## src/rtl/gpio_mmio.sv

```systemverilog
// gpio_mmio: 8-bit memory-mapped GPIO for the multicycle MIPS core.
// Drives registered output pins from the OUT register. Samples the input pins
// through a two-flop synchronizer and a per-bit debounce filter. Latches sticky
// rising-edge flags that software clears by writing ones (W1C).
//
// Bus semantics: there is no valid/ready handshake. A write is accepted on
// the rising clk edge where we=1 and hit=1, and the peripheral never stalls
// the core. Reads are combinational (rdata follows addr in the same cycle)
// and have no side effects.

module gpio_mmio #(
    parameter logic [31:0] BASE_ADDR       = 32'h1001_0000,
    parameter int          DEBOUNCE_CYCLES = 4
) (
    input  logic        clk,
    input  logic        rst,
    input  logic [31:0] addr,
    input  logic [31:0] wdata,
    input  logic        we,
    output logic        hit,
    output logic [31:0] rdata,
    input  logic [7:0]  GPIO_i,
    output logic [7:0]  GPIO_o
);

    localparam logic [7:0] CNT_LAST = 8'(DEBOUNCE_CYCLES - 1);

    localparam logic [1:0] REG_IN   = 2'd0;
    localparam logic [1:0] REG_OUT  = 2'd1;
    localparam logic [1:0] REG_EDGE = 2'd2;

    logic [7:0] s1;
    logic [7:0] s2;
    logic [7:0] stable;
    logic [7:0] stable_d;
    logic [7:0] cnt   [8];
    logic [7:0] cnt_d [8];
    logic [7:0] out_q;
    logic [7:0] edge_q;
    logic [7:0] edge_d;
    logic [7:0] clr_mask;
    logic [1:0] reg_sel;
    logic       wr_out;
    logic       wr_edge;

    // Byte-lane bits and the upper store data have no meaning in this block.
    logic       unused_bits;
    assign unused_bits = ^{addr[1:0], wdata[31:8]};

    assign hit     = (addr[31:4] == BASE_ADDR[31:4]);
    assign reg_sel = addr[3:2];
    assign wr_out  = we && hit && (reg_sel == REG_OUT);
    assign wr_edge = we && hit && (reg_sel == REG_EDGE);
    assign GPIO_o  = out_q;

    // Per-bit debounce: count consecutive disagreeing cycles and accept the
    // new level only after DEBOUNCE_CYCLES of them; any agreement restarts.
    always_comb begin
        stable_d = stable;
        for (int i = 0; i < 8; i++) begin
            cnt_d[i] = cnt[i];
            if (s2[i] == stable[i]) begin
                cnt_d[i] = 8'd0;
            end else if (cnt[i] == CNT_LAST) begin
                stable_d[i] = s2[i];
                cnt_d[i]    = 8'd0;
            end else begin
                cnt_d[i] = cnt[i] + 8'd1;
            end
        end
    end

    // Edge flags: W1C clears first, then a fresh 0->1 sets; set wins a tie.
    always_comb begin
        clr_mask = wr_edge ? wdata[7:0] : 8'h00;
        edge_d   = (edge_q & ~clr_mask) | (stable_d & ~stable);
    end

    // Synchronizer, filter state, output and flag registers.
    always_ff @(posedge clk or negedge rst) begin
        if (!rst) begin
            s1     <= 8'h00;
            s2     <= 8'h00;
            stable <= 8'h00;
            out_q  <= 8'h00;
            edge_q <= 8'h00;
            for (int i = 0; i < 8; i++) begin
                cnt[i] <= 8'd0;
            end
        end else begin
            s1     <= GPIO_i;
            s2     <= s1;
            stable <= stable_d;
            edge_q <= edge_d;
            if (wr_out) begin
                out_q <= wdata[7:0];
            end
            for (int i = 0; i < 8; i++) begin
                cnt[i] <= cnt_d[i];
            end
        end
    end

    // Read mux: zero outside the window and for the reserved slot.
    always_comb begin
        rdata = 32'h0;
        if (hit) begin
            case (reg_sel)
                REG_IN:   rdata = {24'h0, stable};
                REG_OUT:  rdata = {24'h0, out_q};
                REG_EDGE: rdata = {24'h0, edge_q};
                default:  rdata = 32'h0;
            endcase
        end
    end

endmodule

```

## config.mk

```make
export PLATFORM = sky130hd
export DESIGN_NAME = gpio_mmio
export DESIGN_NICKNAME = d
export VERILOG_FILES = /design/src/rtl/gpio_mmio.sv
export SDC_FILE = /design/constraint.sdc
export NUM_CORES = 1
export LEC_CHECK = 0
export ABC_CLOCK_PERIOD_IN_PS = 3300
export CAP_MARGIN = 20
export CORE_ASPECT_RATIO = 1.25
export CORE_MARGIN = 3
export CORE_UTILIZATION = 40
export DETAILED_ROUTE_END_ITERATION = 8
export PLACE_DENSITY_LB_ADDON = 0.2
export SETUP_SLACK_MARGIN = 0.5
export SLEW_MARGIN = 15
export SYNTH_ARGS = -nofsm -noshare
export SYNTH_HDL_FRONTEND = slang
export SYNTH_SLANG_ARGS = --single-unit
```

## constraint.sdc

```tcl
create_clock -name clk -period 3.3 [get_ports clk]
set_input_delay 0.99 -clock clk [delete_from_list [all_inputs] [get_ports clk]]
set_output_delay 0.99 -clock clk [all_outputs]
set_load 0.01 [all_outputs]
```

# Word level (Yosys, flattened, before mapping)
# Cells that the tools add are included.
[totals]
ff_bits = 104
inputBits = 75
output_inout_bits = 41
wordCells = 84
[op_classes]
n_addsub = 8
n_eq_ne = 19
muxes = 35
bitwise = 5
reduce_logical = 4
[ops]
columns = ["operator", "n"]
rows = [
  ["$mux 8", 18],
  ["$add 8x1->8 const B", 8],
  ["$eq 8x2->1 const B", 8],
  ["$eq 28x25->1 const B", 1],
  ["$pmux 8 s3", 1],
  ["$and 8x8->8", 2],
  ["$mux 1", 16],
  ["$not 8->8", 2],
  ["$eq 1x1->1", 8],
  ["$or 8x8->8", 1],
  ["$logic_and 1x1->1", 3],
  ["$eq 2x1->1 const B", 1],
  ["$eq 2x2->1 const B", 1],
  ["$logic_not 2->1", 1],
]

# Logic depth before layout (Yosys ltp)
[logic_depth]
ltp_word = 7
mapped_depth = 7
ltp_nobuf = 5

# Worst setup path after synthesis
# Ideal clock, no wire load.
[synth_timing]
path_kind = "input port to output port"
start = "input addr[19]"
end = "output rdata[0]"
arrival_time_ps = 2118
t_required_ps = 2310
path_slack_ps = 192
cell_stages = 4
n_path_buf = 0
path_cell_list = "or4_4 -> nor2_4 -> nand3_1 -> nor2_1"
[synth_via]
elab_chain_len = 2
[synth_lines]
columns = ["element", "line", "rtl"]
rows = [
  ["start: declaration", "17", "input logic [31:0] addr,"],
  ["$eq 28x25->1", "50", "assign hit = (addr[31:4] == BASE_ADDR[31:4]);"],
  ["$mux 8", "107", "if (hit) begin"],
  ["end: declaration", "21", "output logic [31:0] rdata,"],
]
# No other way between the ends.

# Worst setup path after layout
[layout_timing]
start = "input addr[19]"
end = "output rdata[7]"
# Same word-level chain as after synthesis.

==> summary.md <==
| Metric | Value |
|---|---|
| HP Class | flop to flop |
| Initial antenna violation count | 0 |
| Compound-cell area share of the yosys netlist | 0.0228 |
| Ys async rst share | 1.00 |
| Design Power | 3320 µW |
| Status | finished, final reports clean |
| Worst Path Arrival | about 2.3 ns |
| Ports | ~120 |
| WL/cell | 13.2 µm |
| Post-synthesis mux area share | 0.0601 |
| Buffer depth of the longest clock path | 2 |
| Post-route cell area | about 6100 µm² |
| CP max FO | 6 |
| Final worst path period need | about 3.3 ns |
| Slew Limit Fails | 0 |
| Measured slew at the worst slew-check pin | approximately 0.63 ns |
| Synthesized area | ~4800 µm² |
| Grt ovf | 0 |
| Reg clk slew, reported paths | about 0.070 ns |
| Number of distinct library cells after synthesis | 31 |
| DR DRC count | 0 |
| Register area share after synthesis | 0.538 |
| Max_slew headroom | 0.577 |
| Post-Syn Instances | 440 |
| H-tree Lvls | 3 |
| Row count | 44 |
| Final wirelength | slightly above 9 mm |
| Fin crit share | 0.990 |
| Share of cells above drive strength 1 | 0.172 |
| Synthesized-area fraction occupied by adder cells | 0.0207 |
| Antenna cells | 0 |
| Startpoint types | primary input |
| Dpl hpwl | roughly 6.7 mm |
| DP Area | between 5000 and 6000 µm² |
| I/O Buffers | 65 |
| Data required, critical path | roughly 2.3 ns |
| Largest net degree at the start of global routing | 57 |
| Clock root buffer | clkbuf_16 |
| Max_cap viols | 0 |
| Number of synthesized flops with an enable pin | 0 |
| Global Route Usage Sum | 0.145 |
| Setup TNS | 0 ns |
| PD cells | between 500 and 600 nW/µm² |
| Vias | approximately 3,400 |
| RSZ-0062 raised after global routing | true |
| Clk sink count | approximately 100 |
| DIE WIDTH | approximately 100 µm |
| Initial core utilization | 0.412 |
| P_leak | between 0.002 and 0.003 µW |
| Most common cell after layout, fill and taps aside | dfrtp_1 |
| CTS tree | yes |
| XOR/XNOR share of the synthesized area | 0.101 |
| Synthesized flop and latch total | between 100 and 150 |
| Commonest cells after routing, fill and taps aside | dfrtp_1 (104), nor2_1 (74), xor2_1 (43), nand3_1 (39), clkdlybuf4s50_1 (26) |
| Worst skew pair latency | approximately 0.34 ns |
| Die area | around 13,000 µm² |
| Final hold viol count | 0 |
| Num CTS Buffers | 9 |
| P&R area growth vs syn | 26.0% |
| Crit. End Element | output port |
| Peak VDD IR | approximately 0.26 mV |
| First-pass GRT wire length | ~16 mm |
| Die height | 129 µm |
| DR vias/cell | 4.83 |
| Yosys warnings | 0 |
| Pre-Repair DR Iteration Count | 4 |
| Simple-gate share of the synthesized area | 0.210 |
| Layout Nets | 612 |
| Clock Skews | roughly 0.0071 ns |
| Core ar. | ~12,000 µm² |
| DRT iter0 DRCs | 81 |
| WS Path Type | primary input to output port |
| Top_reg_cell synth | dfrtp_1 |
| Post-route ant nets | 0 |
| Final setup viols | 0 |
| Hold-fix buffers at CTS | 0 |
| Highest Clock Rate | about 0.3 GHz |
| GPL Wtd Cong | about 0.82 |
| Main combinational cell family by area after synthesis | simple AND/OR/NAND/NOR gates |
| Post-Synthesis Mean Instance Area | 11.0 µm² |
| Vias in the first global route | about 3,500 |
through the flow:
step	utilization	setup WS, ns	hold slack [ns]	instances
floorplan	-	0.271	0.331	463
global placement	0.488	-0.721	0.334	674
detailed placement	0.488	-0.720	0.335	674
CTS	0.516	0.0226	0.351	692
global route	0.519	-0.00784	0.363	695
finish	0.519	0.0319	0.349	695
what timing repair did:
action	4_1_cts	5_1_grt
gates resized for setup	104	13
pin swaps	18	9
setup endpoints to repair	9	9
setup buffers	2	3
synth_stat cells (2+ instances only):
cell type	instances	area, µm²
mux2i_1	8	80.1
a211o_1	8	70.1
and3_1	19	119
buf_2	2	10.0
nor3_1	2	10.0
nor4_1	10	62.6
nor3b_1	8	60.1
mux2_2	8	90.1
nor2b_1	9	56.3
ha_1	8	100
nand4_1	2	12.5
xnor2_1	13	114
and2_1	5	31.3
nand2_1	15	56.3
or4_4	2	22.5
nor2_1	82	308
a21oi_1	8	40.0
dfrtp_1	104	2600
mux2_4	8	120
nor4b_1	3	26.3
xor2_1	43	377
buf_4	25	188
nand3_1	40	200
critical path, cell delays in order:
cell and delay, ns:
clkbuf_2 0.08, or4_4 0.53, nor2_4 0.15, nand3_4 0.13, buf_12 0.18, nor2_2 0.09, buf_2 0.13
logic make-up (layout without fill, tap and decap cells):
kind of cell	count (synthesis)	count (layout)
DFF	104	104
other	1	24
muxes	24	24
xor gates and xnor gates	56	56
adders and majority gates	8	8
AOI/OAI and AO/OA	16	16
and+or+nand+nor	202	202
buffers and inverters	29	100
area by class of cell:
class | count | area [µm²]
Clock buffer | 10 | 239
Clock inverter | 6 | 65.1
Fill cell | 1084 | 5640
Inverter | 1 | 3.75
Multi-Input combinational cell | 330 | 2220
Sequential cell | 104 | 2600
Tap cell | 161 | 201
Timing Repair Buffer | 83 | 763
state kept, by name (all words and copies together), names as in the netlist:
| signal | count |
|---|---|
| cnt | 64 |
| edge_q | 8 |
| s1 | 8 |
| GPIO_o | 8 |
| s2 | 8 |
| stable | 8 |
final timing paths:
check,from,to,slack [ns],cells past startpoint
hold / removal,s1[3]$_DFF_PN0_,s2[3]$_DFF_PN0_,0.35,0
hold reg to reg,s1[3]$_DFF_PN0_,s2[3]$_DFF_PN0_,0.35,0
setup reg to reg,cnt[8]$_DFF_PN0_,cnt[13]$_DFF_PN0_,1.77,5
max in group asynchronous,rst,cnt[23]$_DFF_PN0_,1.90,2
min in group asynchronous,rst,cnt[39]$_DFF_PN0_,0.66,1
setup / recovery,addr[19],rdata[7],0.03,7
routing by layer:
layer	GRT usage	routed length, µm
met1	0.178	4010
met2	0.248	4480
met3	0.0366	511
met4	0.0563	150
met5	0	0
power breakdown:
part	total [µW]	switching, µW	internal (µW)	leakage (µW)
Sequential	1630	182	1440	0.00134
Combinational	617	344	273	0.00128
Clock	1080	468	612	0.000149
Total	3320	994	2330	0.00277
Power figures use the tool's default switching activity.
